$ cat config.mk
export PLATFORM = sky130hd
export DESIGN_NAME = fir_coef_sequencer
export DESIGN_NICKNAME = d
export VERILOG_FILES = /design/src/rtl/fir_ctrl_pkg.sv /design/src/rtl/fir_coef_bank.sv /design/src/rtl/fir_coef_sequencer.sv
export SDC_FILE = /design/constraint.sdc
export NUM_CORES = 1
export LEC_CHECK = 0
export CORE_ASPECT_RATIO = 0.7
export CORE_MARGIN = 8
export CORE_UTILIZATION = 45
export CTS_CLUSTER_DIAMETER = 100
export DETAILED_ROUTE_END_ITERATION = 8
export SLEW_MARGIN = 0
export SYNTH_ARGS = -nofsm -noshare
export SYNTH_HDL_FRONTEND = slang
export SYNTH_SLANG_ARGS = --single-unit
$ cat constraint.sdc
create_clock -name clk -period 19.4 [get_ports clk]
set_input_delay 5.82 -clock clk [delete_from_list [all_inputs] [get_ports clk]]
set_output_delay 5.82 -clock clk [all_outputs]
set_load 0.005 [all_outputs]
$ cat src/rtl/fir_ctrl_pkg.sv
// Shared defaults, address widths and state encoding for the FIR coefficient sequencer.
package fir_ctrl_pkg;

  localparam int NTAPS_DEF  = 7;
  localparam int DW_DEF     = 8;
  localparam int NBANKS_DEF = 4;
  localparam int SETTLE_DEF = 8;

  localparam int BANK_AW = 2;
  localparam int IDX_AW  = 3;

  typedef enum logic [1:0] {
    ST_IDLE   = 2'd0,
    ST_LOAD   = 2'd1,
    ST_SETTLE = 2'd2
  } seq_state_e;

  // True when a tap index addresses a real coefficient slot.
  function automatic logic idx_in_range(input logic [IDX_AW-1:0] idx, input int ntaps);
    return ({1'b0, idx} < (IDX_AW + 1)'(ntaps));
  endfunction

endpackage

$ cat src/rtl/fir_coef_bank.sv
// NBANKS x NTAPS coefficient register file: one synchronous write port, one combinational read port.
module fir_coef_bank
  import fir_ctrl_pkg::*;
#(
  parameter int NTAPS  = NTAPS_DEF,
  parameter int DW     = DW_DEF,
  parameter int NBANKS = NBANKS_DEF
) (
  input  logic               clk,
  input  logic               rst,
  input  logic               i_we,
  input  logic [BANK_AW-1:0] i_wbank,
  input  logic [IDX_AW-1:0]  i_widx,
  input  logic [DW-1:0]      i_wdata,
  input  logic [BANK_AW-1:0] i_rbank,
  input  logic [IDX_AW-1:0]  i_ridx,
  output logic [DW-1:0]      o_rdata
);

  logic [DW-1:0] r_mem [NBANKS][NTAPS];
  logic          w_wr_ok;
  logic          w_rd_ok;

  assign w_wr_ok = ({1'b0, i_wbank} < (BANK_AW + 1)'(NBANKS)) && idx_in_range(i_widx, NTAPS);
  assign w_rd_ok = ({1'b0, i_rbank} < (BANK_AW + 1)'(NBANKS)) && idx_in_range(i_ridx, NTAPS);

  // Storage clears on reset so a freshly reset filter never sees stale taps.
  always_ff @(posedge clk or posedge rst) begin
    if (rst) begin
      for (int b = 0; b < NBANKS; b++) begin
        for (int t = 0; t < NTAPS; t++) begin
          r_mem[b][t] <= '0;
        end
      end
    end else if (i_we && w_wr_ok) begin
      r_mem[i_wbank][i_widx] <= i_wdata;
    end
  end

  // Out-of-range reads return zero rather than an arbitrary entry.
  always_comb begin
    o_rdata = '0;
    if (w_rd_ok) begin
      o_rdata = r_mem[i_rbank][i_ridx];
    end else begin
      o_rdata = '0;
    end
  end

endmodule

$ cat src/rtl/fir_coef_sequencer.sv
// Streams a stored coefficient set into the FIR coefficient port, waits for it to settle,
// and reports whether the filter output can be trusted.
module fir_coef_sequencer
  import fir_ctrl_pkg::*;
#(
  parameter int NTAPS  = NTAPS_DEF,
  parameter int DW     = DW_DEF,
  parameter int NBANKS = NBANKS_DEF,
  parameter int SETTLE = SETTLE_DEF
) (
  input  logic               clk,
  input  logic               rst,
  input  logic               cfg_wr,
  input  logic [BANK_AW-1:0] cfg_bank,
  input  logic [IDX_AW-1:0]  cfg_idx,
  input  logic [DW-1:0]      cfg_data,
  input  logic               load_req,
  input  logic [BANK_AW-1:0] load_bank,
  input  logic               abort,
  output logic [DW-1:0]      coef_val,
  output logic               writeen,
  output logic               tlast,
  output logic               load_ack,
  output logic               done,
  output logic               coef_ok,
  output logic               busy,
  output logic [BANK_AW-1:0] active_bank,
  output logic               cfg_err,
  output logic               load_err
);

  localparam int                CW          = (SETTLE > 1) ? $clog2(SETTLE) : 1;
  localparam logic [IDX_AW-1:0] LP_LAST     = IDX_AW'(NTAPS - 1);
  localparam logic [CW-1:0]     LP_SET_LAST = CW'(SETTLE - 1);

  seq_state_e         r_state;
  logic [IDX_AW-1:0]  r_beat;
  logic [CW-1:0]      r_cnt;
  logic               r_flush;
  logic               r_pend;
  logic [BANK_AW-1:0] r_pend_bank;

  logic [DW-1:0]      r_coef_val;
  logic               r_writeen;
  logic               r_tlast;
  logic               r_load_ack;
  logic               r_done;
  logic               r_coef_ok;
  logic               r_busy;
  logic [BANK_AW-1:0] r_active_bank;
  logic               r_cfg_err;
  logic               r_load_err;

  seq_state_e         w_state_nx;
  logic [IDX_AW-1:0]  w_beat_nx;
  logic [CW-1:0]      w_cnt_nx;
  logic               w_flush_nx;
  logic               w_pend_nx;
  logic [BANK_AW-1:0] w_pend_bank_nx;
  logic [BANK_AW-1:0] w_bank_nx;
  logic               w_we_nx;
  logic               w_tlast_nx;
  logic               w_ack_nx;
  logic               w_done_nx;
  logic               w_ok_nx;
  logic               w_lerr_nx;
  logic               w_accept;
  logic [BANK_AW-1:0] w_req_bank;
  logic               w_abort_ok;
  logic               w_cfg_bad;
  logic               w_mem_we;
  logic [DW-1:0]      w_rdata;

  // A live request beats the parked one so the latest bank always wins.
  assign w_req_bank = load_req ? load_bank : r_pend_bank;
  // Abort is honoured only while at least one ordinary beat would still follow the next one.
  assign w_abort_ok = ({1'b0, r_beat} + (IDX_AW + 1)'(2)) <= {1'b0, LP_LAST};
  assign w_cfg_bad  = !idx_in_range(cfg_idx, NTAPS)
                    || ((r_state == ST_LOAD) && (cfg_bank == r_active_bank))
                    || (w_accept && (cfg_bank == w_req_bank));
  assign w_mem_we   = cfg_wr && !w_cfg_bad;

  fir_coef_bank #(
    .NTAPS  (NTAPS),
    .DW     (DW),
    .NBANKS (NBANKS)
  ) u_bank (
    .clk     (clk),
    .rst     (rst),
    .i_we    (w_mem_we),
    .i_wbank (cfg_bank),
    .i_widx  (cfg_idx),
    .i_wdata (cfg_data),
    .i_rbank (w_bank_nx),
    .i_ridx  (w_beat_nx),
    .o_rdata (w_rdata)
  );

  // Next-state and next-output decode; outputs are computed one cycle ahead and registered.
  always_comb begin
    w_state_nx     = r_state;
    w_beat_nx      = r_beat;
    w_cnt_nx       = r_cnt;
    w_flush_nx     = 1'b0;
    w_pend_nx      = r_pend;
    w_pend_bank_nx = r_pend_bank;
    w_bank_nx      = r_active_bank;
    w_we_nx        = 1'b0;
    w_tlast_nx     = 1'b0;
    w_ack_nx       = 1'b0;
    w_done_nx      = 1'b0;
    w_ok_nx        = r_coef_ok;
    w_lerr_nx      = 1'b0;
    w_accept       = 1'b0;
    case (r_state)
      ST_IDLE: begin
        if (load_req || r_pend) begin
          w_accept   = 1'b1;
          w_state_nx = ST_LOAD;
          w_beat_nx  = '0;
          w_bank_nx  = w_req_bank;
          w_pend_nx  = 1'b0;
          w_ack_nx   = 1'b1;
          w_ok_nx    = 1'b0;
          w_we_nx    = 1'b1;
          w_tlast_nx = (LP_LAST == '0);
        end else begin
          w_state_nx = ST_IDLE;
        end
      end
      ST_LOAD: begin
        if (r_flush) begin
          w_state_nx = ST_IDLE;
          w_beat_nx  = '0;
          w_pend_nx  = 1'b0;
          w_lerr_nx  = 1'b1;
        end else if (abort && w_abort_ok) begin
          w_flush_nx = 1'b1;
          w_we_nx    = 1'b1;
          w_tlast_nx = 1'b1;
          w_pend_nx  = 1'b0;
        end else begin
          if (load_req) begin
            w_pend_nx      = 1'b1;
            w_pend_bank_nx = load_bank;
          end else begin
            w_pend_nx = r_pend;
          end
          if (r_beat == LP_LAST) begin
            w_state_nx = ST_SETTLE;
            w_cnt_nx   = '0;
          end else begin
            w_beat_nx  = r_beat + IDX_AW'(1);
            w_we_nx    = 1'b1;
            w_tlast_nx = (w_beat_nx == LP_LAST);
          end
        end
      end
      ST_SETTLE: begin
        if (load_req) begin
          w_pend_nx      = 1'b1;
          w_pend_bank_nx = load_bank;
        end else begin
          w_pend_nx = r_pend;
        end
        if (r_cnt == LP_SET_LAST) begin
          w_state_nx = ST_IDLE;
          w_done_nx  = 1'b1;
          w_ok_nx    = 1'b1;
        end else begin
          w_cnt_nx = r_cnt + CW'(1);
        end
      end
      default: begin
        w_state_nx = ST_IDLE;
        w_pend_nx  = 1'b0;
      end
    endcase
  end

  // Control state register.
  always_ff @(posedge clk or posedge rst) begin
    if (rst) begin
      r_state     <= ST_IDLE;
      r_beat      <= '0;
      r_cnt       <= '0;
      r_flush     <= 1'b0;
      r_pend      <= 1'b0;
      r_pend_bank <= '0;
    end else begin
      r_state     <= w_state_nx;
      r_beat      <= w_beat_nx;
      r_cnt       <= w_cnt_nx;
      r_flush     <= w_flush_nx;
      r_pend      <= w_pend_nx;
      r_pend_bank <= w_pend_bank_nx;
    end
  end

  // Output register; the flush beat carries zero data.
  always_ff @(posedge clk or posedge rst) begin
    if (rst) begin
      r_coef_val    <= '0;
      r_writeen     <= 1'b0;
      r_tlast       <= 1'b0;
      r_load_ack    <= 1'b0;
      r_done        <= 1'b0;
      r_coef_ok     <= 1'b0;
      r_busy        <= 1'b0;
      r_active_bank <= '0;
      r_cfg_err     <= 1'b0;
      r_load_err    <= 1'b0;
    end else begin
      r_coef_val    <= (w_we_nx && !w_flush_nx) ? w_rdata : '0;
      r_writeen     <= w_we_nx;
      r_tlast       <= w_tlast_nx;
      r_load_ack    <= w_ack_nx;
      r_done        <= w_done_nx;
      r_coef_ok     <= w_ok_nx;
      r_busy        <= (w_state_nx != ST_IDLE);
      r_active_bank <= w_bank_nx;
      r_cfg_err     <= cfg_wr && w_cfg_bad;
      r_load_err    <= w_lerr_nx;
    end
  end

  assign coef_val    = r_coef_val;
  assign writeen     = r_writeen;
  assign tlast       = r_tlast;
  assign load_ack    = r_load_ack;
  assign done        = r_done;
  assign coef_ok     = r_coef_ok;
  assign busy        = r_busy;
  assign active_bank = r_active_bank;
  assign cfg_err     = r_cfg_err;
  assign load_err    = r_load_err;

endmodule

==> results of run 1 <==
## logic make-up (layout without fill, tap and decap cells)
family	Yosys count	after routing	synth area share
multiplexers	287	287	0.325
AO/OA/AOI/OAI	57	57	0.0361
flip-flops	254	254	0.534
adder cells (fa/ha/maj)	12	12	0.0126
XOR/XNOR	3	3	0.00221
AND/OR/NAND/NOR	119	119	0.0613
buffers and inverters	76	104	0.0289
## power breakdown
group	internal [W]	switching [W]
Combinational	0.000302	0.000307
Clock	0.000279	0.000196
Sequential	0.000669	0.0000803
## flip-flops by register name, summed over array words and instances (netlist names)
name,cells
u_bank.r_mem,224
coef_val,8
r_beat,3
r_cnt,3
active_bank,2
r_pend_bank,2
r_state,2
busy,1
cfg_err,1
coef_ok,1
done,1
load_ack,1
load_err,1
r_flush,1
r_pend,1
tlast,1
writeen,1
## Yosys cell counts (3+ instances only)
library cell	n
a21oi_1	6
a22o_1	7
a31oi_1	12
and2_1	3
buf_1	8
buf_2	12
buf_4	3
buf_6	4
clkbuf_1	32
dfrtp_1	254
ha_1	12
inv_1	12
inv_2	3
mux2_2	227
mux2i_1	4
mux4_2	54
nand2_1	15
nand2b_1	5
nand3_1	42
nor2_1	8
nor2_2	19
nor2b_1	3
nor3_4	7
o21ai_0	7
o311a_1	7
or2_1	5
xor2_1	3
## through the flow
stage | util | setup WS (ps)
after CTS | 0.516 | 10470
after detailed placement | 0.486 | 9900
after global placement | 0.486 | 9910
after global routing | 0.516 | 10200
final | 0.516 | 10490
after floorplan | - | 6590
## worst max-delay path by stage
stage	start	end	slack, ps	cells after the start
floorplan	rst	active_bank[0]$_DFF_PP0_	6590	1
detailed placement	load_req	coef_val[6]$_DFF_PP0_	9900	9
global placement	load_req	coef_val[6]$_DFF_PP0_	9910	10
finish	load_req	coef_val[6]$_DFF_PP0_	10490	9
CTS	load_req	coef_val[6]$_DFF_PP0_	10470	9
global route	load_req	coef_val[6]$_DFF_PP0_	10200	10
## metal layers
| layer | track usage | part of all wire | up-vias |
|---|---|---|---|
| li1 | - | - | 2996 |
| met1 | 0.264 | 0.46 | 3753 |
| met2 | 0.289 | 0.46 | 158 |
| met3 | 0.0483 | 0.057 | 43 |
| met4 | 0.0378 | 0.018 | 0 |
| met5 | 0 | 0 | - |
## final cells by class
| class | instances | area, um^2 | area share |
|---|---|---|---|
| clock inverters | 4 | 70.1 | 0.00526 |
| inverters | 17 | 73.8 | 0.00554 |
| flip-flops and latches | 254 | 6360 | 0.477 |
| repair buffers | 44 | 423 | 0.0317 |
| multi-input cells | 478 | 5240 | 0.393 |
| well taps | 357 | 447 | 0.0335 |
| clock buffers | 39 | 718 | 0.0539 |
## worst max-delay path, stage by stage
cell	delay (ps)
clkdlybuf4s50_1	660
nand2b_4	220
o22ai_2	80
a21o_1	410
inv_4	760
mux4_2	610
a31oi_1	240
nand3_1	250
and3_1	260
==> results.json, run 1 <==
{
  "dpl_cell_area_um2": 12500,
  "clockBufferDepth": 3,
  "placed_cells": 1150,
  "place.gp.congestion": 0.775,
  "min_path_type": "reg2reg",
  "relSlewSlack": 0.121,
  "drv_cap": 0,
  "clk_latency_ps": 530,
  "worst_setup_path_end_kind": "flip-flop",
  "syn-cell-area_um2": 11900,
  "synth_ff_type": "dfrtp_1",
  "die_y_um": 152,
  "synth_cell_types": 53,
  "grt_pass1_vias": 7695,
  "holdPathStages": 1,
  "final_nets": 852,
  "worstHoldStart": "r_cnt[0]$_DFFE_PP0P_",
  "syn_area_per_cell_um2": 14.7,
  "path_clk_slew_ps": 60,
  "antennaDiodeCount": 0,
  "grt_usage": 0.187,
  "rsz0062_at_grt": "no",
  "rr_endpoint": "coef_val[6]$_DFF_PP0_",
  "cts_hold_buf": 0,
  "portBuffers": 37,
  "drt_iter0_drc": 393,
  "hold_viol": 0,
  "synth_cells": 808,
  "dieArea_um2": 32000,
  "setup_tns_ps": 0,
  "yosys.area.top_type": "dfrtp_1",
  "crit_type": "in2reg",
  "cp_data_arrival_time_ps": 9330,
  "htree_levels": 1,
  "reg2reg_from": "r_state[0]$_DFF_PP0_",
  "drive_gt1_frac": 0.437,
  "first_pass_iters": 5,
  "route.detailed.drc": 0,
  "vias": 6950,
  "finalCriticalPeriod_ps": 8910,
  "grt_first_pass_wirelength_um": 46800,
  "grt_max_degree": 105,
  "total_power_w": 0.00183,
  "place_hpwl_um": 19200,
  "detail-route-antenna-nets": 0,
  "fp.dieW_um": 210,
  "ys_seq_area_frac": 0.534,
  "holdPathEnd": "r_cnt[0]$_DFFE_PP0P_",
  "fillers": 2167,
  "synth_fp_nets": 840,
  "fmax_mhz": 112,
  "synth_edf_count": 0,
  "totalWireLength_um": 29100,
  "fin_cells": 1193,
  "synth_top_area_share": 0.534,
  "overflow": 0,
  "setup_violations": 0,
  "start_util": 0.461,
  "p_per_area_nw_per_um2": 138,
  "root_buffer": "clkbuf_16",
  "final_cell_mix": "dfrtp_1 (254), mux2_2 (227), mux4_2 (54)",
  "cts_tree": "built",
  "area.growth.synth_to_final_pct": 12.0,
  "vias_per_cell": 5.83,
  "outcome": "finished, final reports clean",
  "finalMaxSlewViolations": 0,
  "rrSetupSlack_ps": 15520,
  "fin_area_um2": 13300,
  "antenna_found_initial": 1,
  "rows": 49,
  "crit_fanout": 48,
  "worstMarginPinSlew_ps": 1310,
  "leakagePower_nw": 5.88,
  "cp.required_ps": 19820,
  "async_reset_ff_frac": 1.00,
  "cts_buffers": 25,
  "layout_commonest_cell": "dfrtp_1",
  "netlist_top_cells_area": "dfrtp_1 (53%), mux2_2 (21%), mux4_2 (10%)",
  "wl_per_cell_um": 24.4,
  "timing.final.crit_share": 0.459,
  "cts.sinks": 254,
  "rr_worst_depth": 11,
  "yosys_register_bits": 254,
  "post_cts_buffers": 0,
  "core_area_um2": 25800,
  "fin_hold_ws_ps": 482,
  "ios": 38,
  "skew_ps": 12.9,
  "peakVddDrop_v": 0.0000805,
  "cp-start-kind": "input pin",
  "ys_warn_count": 0,
  "cts_resized": 0
}
No activity file was read; power rests on OpenSTA's default activity.
==> run 2, diff against run 1 <==
Clock period 19.4 ns to 8.35 ns, I/O delays scaled along.
==> run 2 against run 1 <==
  * Largest power group unchanged
  * Largest cell class unchanged
  * Die area unchanged
  * Critical path depth did not move
  * Setup slack worse by 7600 ps
  * Non-clock buffer count is 1 lower
  * Cell count is 0.25% higher
==> results.json, run 2 (synthesized netlist as in run 1, its figures left out) <==
{
  "root_buffer": "clkbuf_16",
  "relSlewSlack": 0.111,
  "skew_ps": 13.4,
  "clkPwrFrac": 0.264,
  "rrSetupSlack_ps": 4590,
  "dpl_worst_slack_ps": 2320,
  "setup.worst_path.start": "load_req",
  "power_frac_comb": 0.329,
  "outcome": "finished, final reports clean",
  "cp_data_arrival_time_ps": 5900,
  "hold_viol": 0,
  "dieArea_um2": 32000,
  "ios": 38,
  "area.growth.synth_to_final_pct": 12.2,
  "setup_tns_ps": 0,
  "drive_gt1_frac": 0.436,
  "fin_cells": 1196,
  "antenna_found_initial": 0,
  "fp.dieW_um": 210,
  "cts.sinks": 254,
  "power_frac_seq": 0.407,
  "htree_levels": 1,
  "vias_per_cell": 5.74,
  "drv_cap": 0,
  "reg2reg_from": "r_state[0]$_DFF_PP0_",
  "vias": 6867,
  "post_cts_buffers": 0,
  "min_path_type": "reg2reg",
  "overflow": 0,
  "cp-start-kind": "input pin",
  "largest_reg_flops": 224,
  "portBuffers": 37,
  "rr_worst_depth": 11,
  "crit_type": "in2reg",
  "worst-path-buf-inv": 2,
  "setup_violations": 0,
  "grt_first_pass_wirelength_um": 45700,
  "place.gp.congestion": 0.781,
  "layout_commonest_cell": "dfrtp_1",
  "finalMaxSlewViolations": 0,
  "cts_tree": "built",
  "grt_pass1_vias": 7486,
  "core_area_um2": 25800,
  "cp.required_ps": 8770,
  "final_nets": 852,
  "worstMarginPinSlew_ps": 1330,
  "clockBufferDepth": 3,
  "cts_hold_buf": 0,
  "start_util": 0.461,
  "wl_per_cell_um": 24.0,
  "fmax_mhz": 183,
  "path_cells": "clkdlybuf4s50_1 > nand2b_4 > o22ai_2 > a21o_1 > inv_4 > mux4_2 > a31oi_1 > nand3_1 > and3_1",
  "final_util": 0.517,
  "cts_buffers": 26,
  "cts_resized": 0,
  "clk_latency_ps": 540,
  "cp-endpoint": "coef_val[6]$_DFF_PP0_",
  "grt_max_degree": 188,
  "dpl_cell_area_um2": 12500,
  "totalWireLength_um": 28700,
  "detail-route-antenna-nets": 0,
  "rows": 49,
  "placed_cells": 1149,
  "rr_endpoint": "coef_val[6]$_DFF_PP0_",
  "leakagePower_nw": 5.88,
  "peakVddDrop_v": 0.000174,
  "switching_share": 0.319,
  "cp.depth": 9,
  "crit_fanout": 48,
  "timing.final.crit_share": 0.656,
  "route.detailed.drc": 0,
  "p_per_area_nw_per_um2": 320,
  "crit_family": "buffers and inverters",
  "first_pass_iters": 4,
  "fin_area_um2": 13300,
  "fillers": 2108,
  "drt_iter0_drc": 481,
  "place_hpwl_um": 18700,
  "path_clk_slew_ps": 60,
  "fin_ws_ps": 2870,
  "die_y_um": 152,
  "final_cell_mix": "dfrtp_1 (254), mux2_2 (227), mux4_2 (54)",
  "finalCriticalPeriod_ps": 5480,
  "rsz0062_at_grt": "no",
  "worst_setup_path_end_kind": "flip-flop",
  "crit_path_max_incr_delay_ps": 750,
  "grt_usage": 0.183,
  "p_int_w": 0.00291,
  "power_switching_w": 0.00136,
  "top_register": "u_bank.r_mem",
  "antennaDiodeCount": 0,
  "cp_slowest_cell": "inv_4"
}
## run 2: final cells by class
class                   count  area [um^2]  share of cell area
flip-flops and latches    254         6360               0.476
clock buffers              42          762              0.0571
repair buffers             43          428              0.0321
multi-input cells         478         5240               0.392
well taps                 357          447              0.0335
inverters                  17         70.1             0.00525
clock inverters             5         50.0             0.00375
## run 2: power by group through the flow
stage	sequential [W]	clock, W	combinational (W)
global placement	0.00174	0	0.00138
detailed placement	0.00176	0	0.00141
CTS	0.00174	0.00116	0.00142
finish	0.00174	0.00113	0.00141
global route	0.00178	0.00121	0.00152
floorplan	0.00169	0	0.00106
## run 2: worst register-to-register path, delay by kind of cell, from the launching register on
kind	cells	cell delay, ps
AO/OA/AOI/OAI	3	710
multiplexers	1	680
flip-flops	1	420
AND/OR/NAND/NOR	3	460
adder cells (fa/ha/maj)	1	380
buffers and inverters	3	1000
## run 2: metal layers
metal  vias up  share of wire  track usage  wire [um]
li1       3005              -            -          -
met5         -              0            0          0
met1      3649           0.46        0.261      13100
met2       163           0.45        0.275      13000
met4         0          0.022       0.0462        641
met3        50          0.068       0.0491       1940
## run 2: worst min-delay path by stage
| stage | cells after the start | start | to | slack [ps] |
|---|---|---|---|---|
| 2_1_floorplan | 1 | r_cnt[0]$_DFFE_PP0P_ | r_cnt[0]$_DFFE_PP0P_ | 460 |
| 3_3_place_gp | 1 | r_cnt[0]$_DFFE_PP0P_ | r_cnt[0]$_DFFE_PP0P_ | 460 |
| 3_5_place_dp | 1 | r_cnt[0]$_DFFE_PP0P_ | r_cnt[0]$_DFFE_PP0P_ | 490 |
| 4_1_cts | 1 | r_cnt[0]$_DFFE_PP0P_ | r_cnt[0]$_DFFE_PP0P_ | 490 |
| 5_1_grt | 1 | r_cnt[0]$_DFFE_PP0P_ | r_cnt[0]$_DFFE_PP0P_ | 510 |
| 6_report | 1 | r_cnt[0]$_DFFE_PP0P_ | r_cnt[0]$_DFFE_PP0P_ | 490 |
## run 2: metrics by stage
step / hold WS, ps / total power (W)
global route: 507 / 0.00451
finish: 491 / 0.00427
CTS: 494 / 0.00431
floorplan: 457 / 0.00274
detailed placement: 486 / 0.00317
global placement: 464 / 0.00312
==> run 3, diff against run 2 <==
Clock period 8.35 ns to 4.7 ns, I/O delays scaled along.
==> run 3 against run 2 <==
  * Cell count rose by 1.4%
  * Clock skew up 1.9 ps
  * Register-to-register slack worse by 3000 ps
==> results.json, run 3 (synthesized netlist as in run 1, its figures left out) <==
{
  "fp.dieW_um": 210,
  "grt_usage": 0.179,
  "cp_slowest_cell": "clkdlybuf4s50_1",
  "relSlewSlack": 0.220,
  "place.gp.congestion": 0.784,
  "drive_gt1_frac": 0.454,
  "worst_setup_path_end_kind": "flip-flop",
  "leakagePower_nw": 5.99,
  "layout_commonest_cell": "dfrtp_1",
  "rows": 49,
  "dieArea_um2": 32000,
  "cts_buffers": 25,
  "wl_per_cell_um": 23.2,
  "antenna_found_initial": 0,
  "final_cell_mix": "dfrtp_1 (254), mux2_2 (227), mux4_2 (54)",
  "crit_path_max_incr_delay_ps": 640,
  "path_clk_slew_ps": 70,
  "placed_cells": 1167,
  "ios": 38,
  "seqCellArea_um2": 6360,
  "setup_violations": 0,
  "overflow": 0,
  "hold_viol": 0,
  "setup_tns_ps": 0,
  "crit_type": "in2reg",
  "grt_first_pass_wirelength_um": 45600,
  "min_path_type": "reg2reg",
  "timing.final.crit_share": 0.826,
  "finalMaxSlewViolations": 0,
  "cts_tree": "built",
  "top_register": "u_bank.r_mem",
  "cp-start-kind": "input pin",
  "fin_hold_ws_ps": 494,
  "cp.required_ps": 5090,
  "clk_latency_ps": 520,
  "cts_hold_buf": 0,
  "grt_pass1_vias": 7536,
  "detail-route-antenna-nets": 0,
  "rrSetupSlack_ps": 1550,
  "crit_fanout": 8,
  "place_hpwl_um": 19100,
  "multiInputGateArea_um2": 5240,
  "portBuffers": 37,
  "final_nets": 869,
  "root_buffer": "clkbuf_16",
  "vias": 6897,
  "core_area_um2": 25800,
  "dpl_worst_slack_ps": 301,
  "area.growth.synth_to_final_pct": 13.6,
  "clockBufferDepth": 3,
  "largest_reg_flops": 224,
  "cp_data_arrival_time_ps": 4280,
  "path_cells": "clkdlybuf4s50_1 > nand2b_4 > o22ai_2 > o2111ai_1 > nand4b_2 > or3_1 > nor2_2 > mux2_2",
  "rsz0062_at_grt": "no",
  "peakVddDrop_v": 0.000381,
  "p_per_area_nw_per_um2": 566,
  "fin_ws_ps": 817,
  "totalWireLength_um": 28200,
  "vias_per_cell": 5.69,
  "route.detailed.drc": 0,
  "outcome": "finished, final reports clean",
  "cts_resized": 0,
  "dpl_cell_area_um2": 12700,
  "start_util": 0.461,
  "fin_cells": 1213,
  "htree_levels": 1,
  "worstMarginPinSlew_ps": 1170,
  "post_cts_buffers": 0,
  "drt_iter0_drc": 357,
  "cts.sinks": 254,
  "fmax_mhz": 258,
  "finalCriticalPeriod_ps": 3880,
  "skew_ps": 15.3,
  "fillers": 2145,
  "fin_area_um2": 13500,
  "die_y_um": 152,
  "first_pass_iters": 4,
  "grt_max_degree": 127,
  "drv_cap": 0
}
==> run 3: cell count changes in the layout (fill, tap and decap cells not counted), sizes merged <==
cell,change
diode,+1
clkbuf,-5
clkinv,+3
buf,+18
==> run 3: worst paths after layout <==
kind                                      start                             to  cells past startpoint
min reg2reg                r_cnt[0]$_DFFE_PP0P_           r_cnt[0]$_DFFE_PP0P_                      1
max reg2reg                 r_beat[1]$_DFF_PP0_          coef_val[4]$_DFF_PP0_                     10
max in group asynchronous                   rst          coef_val[7]$_DFF_PP0_                      3
min                        r_cnt[0]$_DFFE_PP0P_           r_cnt[0]$_DFFE_PP0P_                      1
max                                    load_req  u_bank.r_mem[213]$_DFFE_PP0P_                      8
min in group asynchronous                   rst              cfg_err$_DFF_PP0_                      2
==> run 3: stage by stage <==
| step | power [W] | util |
|---|---|---|
| final | 0.00766 | 0.524 |
| after global routing | 0.00808 | 0.524 |
| after CTS | 0.00773 | 0.524 |
| after detailed placement | 0.00576 | 0.493 |
| after global placement | 0.00568 | 0.493 |
| after floorplan | 0.00488 | - |
==> run 3: routing by layer <==
| metal | up-vias | share of wire | GRT usage |
|---|---|---|---|
| met4 | 0 | 0.018 | 0.0355 |
| li1 | 3037 | - | - |
| met2 | 116 | 0.46 | 0.276 |
| met5 | - | 0 | 0 |
| met1 | 3709 | 0.48 | 0.261 |
| met3 | 35 | 0.048 | 0.0362 |
==> run 3: final cells by class <==
class / instances / area share
clock inverter: 8 / 0.00481
sequential: 254 / 0.470
inverter: 17 / 0.00518
multi-input combinational: 478 / 0.387
antenna: 1 / 0.000185
timing repair buffer: 61 / 0.0453
tap: 357 / 0.0330
clock buffer: 37 / 0.0540
==> run 3: worst max-delay path: cells and delay by family <==
kind / cells / cell delay [ps]
AO/OA/AOI/OAI: 2 / 380
buffers and inverters: 1 / 640
multiplexers: 1 / 400
AND/OR/NAND/NOR: 4 / 1450
==> run 3: power breakdown <==
group,switching (W),internal (W)
Combinational,0.00130,0.00133
Sequential,0.000313,0.00276
Clock,0.000829,0.00113
